==> src/rtl/read_mem_if.sv <==
// Capture-buffer read port plus the valid/ready sample stream.
// The master modport belongs to read_mem; slave is the memory/host side.
interface read_mem_if #(
  parameter int unsigned DATA_WIDTH = 8,
  parameter int unsigned ADDR_WIDTH = 4
);
  logic                  rd_en;
  logic [ADDR_WIDTH-1:0] raddr;
  logic [DATA_WIDTH-1:0] rdata;
  logic [DATA_WIDTH-1:0] o_data;
  logic                  o_valid;
  logic                  o_ready;
  logic                  o_last;

  modport master (
    output rd_en, raddr, o_data, o_valid, o_last,
    input  rdata, o_ready
  );

  modport slave (
    input  rd_en, raddr, o_data, o_valid, o_last,
    output rdata, o_ready
  );
endinterface

==> src/rtl/read_mem.sv <==
// Logic-analyzer readout: walks the circular capture buffer oldest-first and
// streams each sample over valid/ready, flagging the final one with o_last.
module read_mem #(
  parameter int unsigned DATA_WIDTH = 8,
  parameter int unsigned ADDR_WIDTH = 4
) (
  input  logic                  clk,
  input  logic                  reset,
  input  logic                  start,
  input  logic [ADDR_WIDTH-1:0] waddr,
  input  logic                  primed,
  output logic                  busy,
  output logic                  done,
  read_mem_if.master            bus
);

  localparam int unsigned CNT_W = ADDR_WIDTH + 1;
  localparam logic [CNT_W-1:0] DEPTH = {1'b1, {ADDR_WIDTH{1'b0}}};
  localparam logic [CNT_W-1:0] ONE   = CNT_W'(1);

  localparam logic [1:0] S_IDLE  = 2'd0;
  localparam logic [1:0] S_ISSUE = 2'd1;
  localparam logic [1:0] S_LOAD  = 2'd2;
  localparam logic [1:0] S_SEND  = 2'd3;

  logic [1:0]            r_state;
  logic [1:0]            w_next_state;
  logic [CNT_W-1:0]      r_remaining;
  logic [ADDR_WIDTH-1:0] r_raddr;
  logic                  r_rd_en;
  logic [DATA_WIDTH-1:0] r_data;
  logic                  r_valid;
  logic                  r_last;
  logic                  r_busy;
  logic                  r_done;

  logic                  w_start_ok;
  logic                  w_handshake;
  logic [CNT_W-1:0]      w_snap_cnt;

  // A start landing in the done-pulse cycle is dropped, not queued.
  assign w_start_ok  = start & ~r_done;
  assign w_handshake = r_valid & bus.o_ready;
  assign w_snap_cnt  = primed ? DEPTH : {1'b0, waddr};

  always_ff @(posedge clk) begin
    if (!reset) begin
      r_state <= S_IDLE;
    end else begin
      r_state <= w_next_state;
    end
  end

  always_comb begin
    w_next_state = r_state;
    case (r_state)
      S_IDLE:  if (w_start_ok && (w_snap_cnt != '0)) w_next_state = S_ISSUE;
      S_ISSUE: w_next_state = S_LOAD;
      S_LOAD:  w_next_state = S_SEND;
      S_SEND: begin
        if (w_handshake) begin
          w_next_state = (r_remaining == ONE) ? S_IDLE : S_ISSUE;
        end
      end
      default: w_next_state = S_IDLE;
    endcase
  end

  // Datapath: snapshot on start, capture read data, retire on handshake.
  always_ff @(posedge clk) begin
    if (!reset) begin
      r_remaining <= '0;
      r_raddr     <= '0;
      r_rd_en     <= 1'b0;
      r_data      <= '0;
      r_valid     <= 1'b0;
      r_last      <= 1'b0;
      r_busy      <= 1'b0;
      r_done      <= 1'b0;
    end else begin
      r_rd_en <= (w_next_state == S_ISSUE);
      r_done  <= 1'b0;
      case (r_state)
        S_IDLE: begin
          if (w_start_ok) begin
            r_raddr     <= primed ? waddr : '0;
            r_remaining <= w_snap_cnt;
            if (w_snap_cnt == '0) begin
              r_done <= 1'b1;
            end else begin
              r_busy <= 1'b1;
            end
          end
        end
        S_LOAD: begin
          r_data  <= bus.rdata;
          r_valid <= 1'b1;
          r_last  <= (r_remaining == ONE);
        end
        S_SEND: begin
          if (w_handshake) begin
            r_valid     <= 1'b0;
            r_last      <= 1'b0;
            r_remaining <= r_remaining - ONE;
            if (r_remaining == ONE) begin
              r_done <= 1'b1;
              r_busy <= 1'b0;
            end else begin
              r_raddr <= r_raddr + ADDR_WIDTH'(1);
            end
          end
        end
        default: ;
      endcase
    end
  end

  assign bus.rd_en   = r_rd_en;
  assign bus.raddr   = r_raddr;
  assign bus.o_data  = r_data;
  assign bus.o_valid = r_valid;
  assign bus.o_last  = r_last;
  assign busy        = r_busy;
  assign done        = r_done;

endmodule

==> src/flat_wrapper.sv <==
// flat-port wrapper written by rule: the top's interface ports become plain ports
module read_mem_flat 
#(
  parameter int unsigned DATA_WIDTH = 8,
  parameter int unsigned ADDR_WIDTH = 4
)
  (clk, reset, start, waddr, primed, busy, done, bus_rd_en, bus_raddr, bus_o_data, bus_o_valid, bus_o_last, bus_rdata, bus_o_ready);
  read_mem_if #(.DATA_WIDTH(DATA_WIDTH), .ADDR_WIDTH(ADDR_WIDTH)) bus_i ();
  input  logic clk;
  input  logic reset;
  input  logic start;
  input  logic [ADDR_WIDTH-1:0] waddr;
  input  logic primed;
  output logic busy;
  output logic done;
  output wire logic [$bits(bus_i.rd_en)-1:0] bus_rd_en;
  output wire logic [$bits(bus_i.raddr)-1:0] bus_raddr;
  output wire logic [$bits(bus_i.o_data)-1:0] bus_o_data;
  output wire logic [$bits(bus_i.o_valid)-1:0] bus_o_valid;
  output wire logic [$bits(bus_i.o_last)-1:0] bus_o_last;
  input wire logic [$bits(bus_i.rdata)-1:0] bus_rdata;
  input wire logic [$bits(bus_i.o_ready)-1:0] bus_o_ready;
  assign bus_rd_en = bus_i.rd_en;
  assign bus_raddr = bus_i.raddr;
  assign bus_o_data = bus_i.o_data;
  assign bus_o_valid = bus_i.o_valid;
  assign bus_o_last = bus_i.o_last;
  assign bus_i.rdata = bus_rdata;
  assign bus_i.o_ready = bus_o_ready;
  read_mem #(.DATA_WIDTH(DATA_WIDTH), .ADDR_WIDTH(ADDR_WIDTH)) u_core (.clk(clk), .reset(reset), .start(start), .waddr(waddr), .primed(primed), .busy(busy), .done(done), .bus(bus_i));
endmodule
==> config.mk <==
export PLATFORM = sky130hd
export DESIGN_NAME = read_mem_flat
export DESIGN_NICKNAME = d
export VERILOG_FILES = /design/src/rtl/read_mem_if.sv /design/src/rtl/read_mem.sv /design/src/flat_wrapper.sv
export SDC_FILE = /design/constraint.sdc
export NUM_CORES = 1
export LEC_CHECK = 0
export BUFFER_PORTS_ARGS = -buffer_cell sky130_fd_sc_hd__buf_4
export CAP_MARGIN = 20
export CORE_MARGIN = 2
export CORE_UTILIZATION = 51
export CTS_CLUSTER_DIAMETER = 150
export DETAILED_ROUTE_END_ITERATION = 8
export PLACE_DENSITY = 0.78
export SETUP_SLACK_MARGIN = 0.02
export SLEW_MARGIN = 20
export SYNTH_ARGS = -nofsm -noshare
export SYNTH_HDL_FRONTEND = slang
export SYNTH_SLANG_ARGS = --single-unit
==> constraint.sdc <==
create_clock -name clk -period 2.3 [get_ports clk]
set_clock_uncertainty 0.1 [all_clocks]
set_input_delay 0.23 -clock clk [delete_from_list [all_inputs] [get_ports clk]]
set_output_delay 0.23 -clock clk [all_outputs]
set_load 0.01 [all_outputs]
==> results.md, run 1 <==
- Hold path endpoint: u_core.bus.o_data[4]$_SDFFE_PN0P_
- Tcrit/Tclk final: between 80% and 90%
- Total Neg Setup Slack: 0 ps
- DRC Markers: 0
- First-pass GRT wire length: 4540 µm
- Synth warn: 0
- Post-DR wirelength/cell: 14.3 µm
- Int Power: 853 µW
- Top Family by Delay on Critical Path: compound AO/OA/AOI/OAI gates
- Detailed Route Iter0 Violations: 33
- Routed vias/inst: 5.65
- Drt pass-1 iters: 4
- Hold Path Origin: bus_rdata[4]
- Num CTS Buffers: 3
- Outcome: complete, no violations
- Via count: 1186
- Clk_lat worst skew: 320 ps
- Largest cells by area after synthesis: dfxtp_1 37%, ha_1 7.8%, mux2i_1 7.0%
- Hpwl dp: 2310 µm
- Clk buf depth: 2
- Die width: about 54 µm
- Synth top area share: 37.3%
- Slowest stage cell, crit path: a211oi_2
- CP max stage delay: 440 ps
- Final min period: 1880 ps
- Worst-path cell chain: inv_1, ha_1, a211oi_2, a21oi_1, a311oi_1
- Worst Reg-to-Reg Cells: 5
- Worst r2r dst: u_core.bus.raddr[1]$_SDFFE_PN0P_
- # diodes: 0
- Post-synth cell types: 45
- Syn Inst Count: 146
- Worst EP required: around 2400 ps
- Clock sinks: 24
- Hold Violations, Final: 0
- CP Max Fanout: 6
- Routed wire length: between 2000 and 3000 µm
- Reg2reg start: u_core.r_state[0]$_SDFF_PN0_
- Die height: 54.2 µm
- Die area: about 2900 µm²
- Nets: ~200
- Postcts setup bufs: 0
- IO Pins: 34
- Clock power frac: around a quarter
- Share of cells above drive strength 1: about a quarter
- GRT overflow: 0
- PortBufs: 33
- Worst-path clk slew: 130 ps
- GPL Wtd Cong: 0.841
- Pwr/cell area: 783 nW/µm²
- WHS Path Cells: 3
- Vias in the first global route: approximately 1100
- Comb pwr share: 33.6%
- Sw Ratio: 32.7%
- Pre-CTS setup slack: 453 ps
- Sequential Power Share: 41.7%
- Reg2reg setup slack: 420 ps
- Max Cap Viol: 0
- Seq/Total Area, Yosys: 37.3%
- Root Driver: clkbuf_4
- Mapped cell area: 1290 µm²
- Crit path launch: u_core.r_state[0]$_SDFF_PN0_
- Crit path DAT: 2010 ps
- Site Rows: 18
- Top_reg_cell synth: dfxtp_1
- Max Slew Vio Count: 0
- # setup viols final: 0
- Net Sw Power: between 400 and 500 µW
- Largest area contributor in the netlist: dfxtp_1
- Crit start category: flop
- Net Count, Synth: 171
- FF+latch count, synth: 24
- Buffers and inverters on the worst path: 1
- FMAX: 532 MHz
- Worst min path class: input port to flop
- Syn Area/Cell: 8.82 µm²
- Post-synth EDFFs: 0
- Most common library cells after synthesis: 24 x dfxtp_1, 16 x nor2_1, 13 x nand2_1
- Area growth syn-to-layout: 25.9%
- Setup slack after layout: 421 ps
- Critical path type: flop to flop
- Async set or reset register ratio after synthesis: 0%
- Initial core utilization: 52.9%
- RSZ-0062 raised after global routing: false
- Hold Buf Count CTS: 0
- Critical Path End Type: flop
- Worst VDD drop: 0.613 mV
- Actual slew at the worst max-slew pin: 560 ps
- Worst slew margin: 62.7%
- PostCTS Resize Cnt: 0
- Leakage Power: 0.671 nW
- Core area: 2430 µm²
- Total track usage: 21.0%
- Largest net degree at the start of global routing: 26
- CTS tree: done
- Antenna violations before repair: 0
- Count leader, synth: dfxtp_1
- H-tree level count: 1
- Detail Route Antenna Nets: 0
[cells in the final DEF (no fill, tap or decap), types with 5 or more instances in the layout]
cell	instances
buf_4	35
a21oi_1	11
dfxtp_1	24
mux2i_1	9
nand2_1	13
nor2_1	16
ha_1	8
o21ai_0	5
inv_1	8
[power groups by stage]
stage	Combinational (mW)	Clock, mW	Sequential [mW]
2_1_floorplan	0.268	0	0.547
3_3_place_gp	0.411	0	0.535
3_5_place_dp	0.424	0	0.538
4_1_cts	0.425	0.314	0.529
5_1_grt	0.472	0.329	0.538
6_report	0.427	0.313	0.529
[final cells by class]
| cell class | count | area [µm²] |
|---|---|---|
| sequential | 24 | 480 |
| tap | 30 | 37.5 |
| multi-input combinational | 108 | 753 |
| timing repair buffer | 35 | 263 |
| clock inverter | 1 | 30.0 |
| fill | 213 | 812 |
| clock buffer | 3 | 22.5 |
| inverter | 9 | 33.8 |
[worst register-to-register path, delay by kind of cell (launching register included)]
kind            cells  cell delay, ps
compound gates      3             830
flops               1             400
fa+ha+maj           1             360
buf+inv             1             110
[registers in the layout, summed over array words and instances (netlist names)]
name                cells
u_core.r_state          2
u_core.bus.rd_en        1
u_core.r_remaining      5
u_core.bus.o_last       1
u_core.bus.raddr        4
u_core.bus.o_valid      1
u_core.bus.o_data       8
u_core.busy             1
u_core.done             1
[per-stage QoR]
| step | area (µm²) | power, mW | util [%] | hold WS, ps | std cells |
|---|---|---|---|---|---|
| after floorplan | 1290 | 0.815 | - | 248 | 146 |
| after global placement | 1570 | 0.945 | 64.5 | 366 | 206 |
| after detailed placement | 1570 | 0.963 | 64.5 | 376 | 206 |
| after CTS | 1620 | 1.27 | 66.6 | 39.7 | 210 |
| after global routing | 1620 | 1.34 | 66.6 | 42.0 | 210 |
| final | 1620 | 1.27 | 66.6 | 47.2 | 210 |
[cell families after synthesis]
kind of cell | after synthesis | share of synthesized area [%]
simple gates | 50 | 20.8
compound gates | 40 | 22.3
flops | 24 | 37.3
buf+inv | 14 | 4.18
mux | 9 | 7.00
fa+ha+maj | 8 | 7.77
xor+xnor | 1 | 0.680
[per-layer routing]
metal / up-vias / routed length [µm] / global-route usage, %
met2: 46 / 1470 / 34.1
met5: - / 0 / 0
li1: 590 / - / -
met3: 4 / 190 / 2.73
met1: 546 / 1320 / 28.5
met4: 0 / 23 / 7.50
[worst max-delay path by stage]
stage          slack, ps                               end  cells after the start
2_1_floorplan        550          u_core.busy$_SDFFE_PN0P_                      6
3_3_place_gp         500  u_core.bus.raddr[2]$_SDFFE_PN0P_                      5
3_5_place_dp         450  u_core.bus.raddr[1]$_SDFFE_PN0P_                      5
4_1_cts              420  u_core.bus.raddr[1]$_SDFFE_PN0P_                      5
5_1_grt              250  u_core.bus.raddr[1]$_SDFFE_PN0P_                      5
6_report             420  u_core.bus.raddr[1]$_SDFFE_PN0P_                      5
No activity file was read; power rests on OpenSTA's default activity.
==> run 2, diff against run 1 <==
clock period = 1.8 ns   (was 2.3 ns; I/O delays follow)
==> run 2 against run 1 <==
Compared with the run above:
- wire length grew 13%
- via count grew 7.2%
- hold slack lost 42 ps
- final cell count grew 7.6%
- setup slack lost 320 ps
- die area is the same
- register-to-register slack lost 320 ps
- critical path depth grew 2
- total power grew 38%
- utilization grew 6.7 points
- count of clock-buffer cells in the layout is the same
- global-route usage grew 2.6 points
- highest routed layer unchanged
==> results.md, run 2 (synthesis results as in run 1) <==
- Outcome: complete, no violations
- Placed cell areas: 1620 µm²
- Crit start category: flop
- Routed vias/inst: 5.62
- Pre-CTS setup slack: 30.9 ps
- Max reg flops: 8
- Net Sw Power: around 570 µW
- Detail Route Antenna Nets: 0
- Inst Count DP: 213
- Root Driver: clkbuf_4
- Nets: 222
- Total Power: 1.75 mW
- Via count: between 1000 and 1500
- Routed wire length: approximately 3400 µm
- Leakage Power: 0.749 nW
- Clk_lat worst skew: 310 ps
- Comb pwr share: 38.5%
- RSZ-0062 raised after global routing: false
- Max Cap Viol: 0
- Share of cells above drive strength 1: 31.6%
- Setup slack after layout: about 100 ps
- Critical Path End Type: flop
- Max Slew Vio Count: 0
- Total track usage: 23.6%
- Critical path type: flop to flop
- Post-layout util: 73.3%
- CTS tree: done
- Total Neg Setup Slack: 0 ps
- H-tree level count: 1
- IO Pins: 34
- Clock sinks: 24
- CP Max Fanout: 5
- Die area: between 2000 and 3000 µm²
- Finished Layout Cells: 226
- Pwr/cell area: 981 nW/µm²
- Int Power: 1.18 mW
- Tcrit/Tclk final: 94.4%
- PortBufs: 33
- Worst Reg-to-Reg Cells: 7
- Worst min path class: input port to flop
- Vias in the first global route: about 1200
- Drt pass-1 iters: 4
- First-pass GRT wire length: between 5000 and 6000 µm
- Commonest non-fill, non-tap cell in the layout: buf_4
- Clk buf depth: 2
- Actual slew at the worst max-slew pin: between 300 and 400 ps
- Antenna violations before repair: 0
- Sw Ratio: 32.4%
- Sequential Power Share: 39.0%
- # setup viols final: 0
- Worst slew margin: 77.6%
- Crit path DAT: approximately 1800 ps
- Core area: roughly 2400 µm²
- Initial core utilization: 52.9%
- Final min period: around 1700 ps
- Site Rows: 18
- Filler Cell Count: roughly 190
- Final hold slack: about 5.7 ps
- Hold Violations, Final: 0
- WHS Path Cells: 3
- # diodes: 0
- Commonest cells after routing, fill and taps aside: 44 x buf_4, 21 x dfxtp_1, 16 x nor2_1
- Worst-path clk slew: 140 ps
- Post-DR wirelength/cell: 15.0 µm
- Non-Filler Cell Area, Final: around 1800 µm²
- Area growth syn-to-layout: 38.5%
- Clock power frac: 22.6%
- GPL Wtd Cong: between 0.8 and 0.9
- Worst VDD drop: 0.835 mV
- Worst EP required: approximately 1900 ps
- Num CTS Buffers: 3
- DRC Markers: 0
- GRT overflow: 0
- Largest net degree at the start of global routing: 26
- Die width: 54.2 µm
- Hpwl dp: 2300 µm
- Detailed Route Iter0 Violations: 29
- Die height: about 54 µm
- FMAX: a little under 600 MHz
[run 2: changes by cell type in the layout (fill, tap and decap cells not counted), sizes merged]
cell,previous run,this run
dlygate4sd3,0,7
buf,35,44
[run 2: cell type report]
class | count | area (µm²) | area share (%)
Clock buffer | 3 | 22.5 | 1.26
Multi-Input combinational cell | 108 | 774 | 43.4
Tap cell | 30 | 37.5 | 2.11
Sequential cell | 24 | 484 | 27.2
Clock inverter | 1 | 30.0 | 1.68
Inverter | 9 | 33.8 | 1.89
Timing Repair Buffer | 51 | 400 | 22.5
[run 2: routing by layer]
metal	part of all wire [%]	global-route usage (%)	wire length [µm]	vias to the layer above
met4	0.44	7.08	15	0
li1	-	-	-	623
met2	52	41.8	1750	38
met3	3.3	3.01	112	2
met5	0	0	0	-
met1	44	29.7	1500	608
[run 2: worst paths after layout]
check	endpoint	from	slack, ps
max	u_core.bus.rd_en$_SDFF_PN0_	u_core.r_remaining[1]$_SDFFE_PN0P_	100
min	u_core.bus.o_data[3]$_SDFFE_PN0P_	bus_rdata[3]	6
max reg2reg	u_core.bus.rd_en$_SDFF_PN0_	u_core.r_remaining[1]$_SDFFE_PN0P_	100
min reg2reg	u_core.busy$_SDFFE_PN0P_	u_core.busy$_SDFFE_PN0P_	410
[run 2: timing repair]
action	in CTS	in global routing
gates resized for setup	0	6
endpoints found under the hold margin	5	2
setup buffers	1	2
pin swaps	0	2
hold buffers	5	2
endpoints found under the setup margin	1	10
[run 2: critical path, cell delays in order (launching register included)]
cell and delay [ps]:
dfxtp_2 350, inv_1 90, ha_1 150, nor4b_4 170
buf_4 180, a31oi_1 100, a211oi_1 340, nor3_1 100
[run 2: power by group through the flow]
stage	clock network (mW)	registers, mW	logic (mW)
global route	0.422	0.694	0.732
CTS	0.400	0.677	0.617
floorplan	0	0.699	0.342
global placement	0	0.682	0.579
detailed placement	0	0.688	0.601
finish	0.394	0.682	0.672
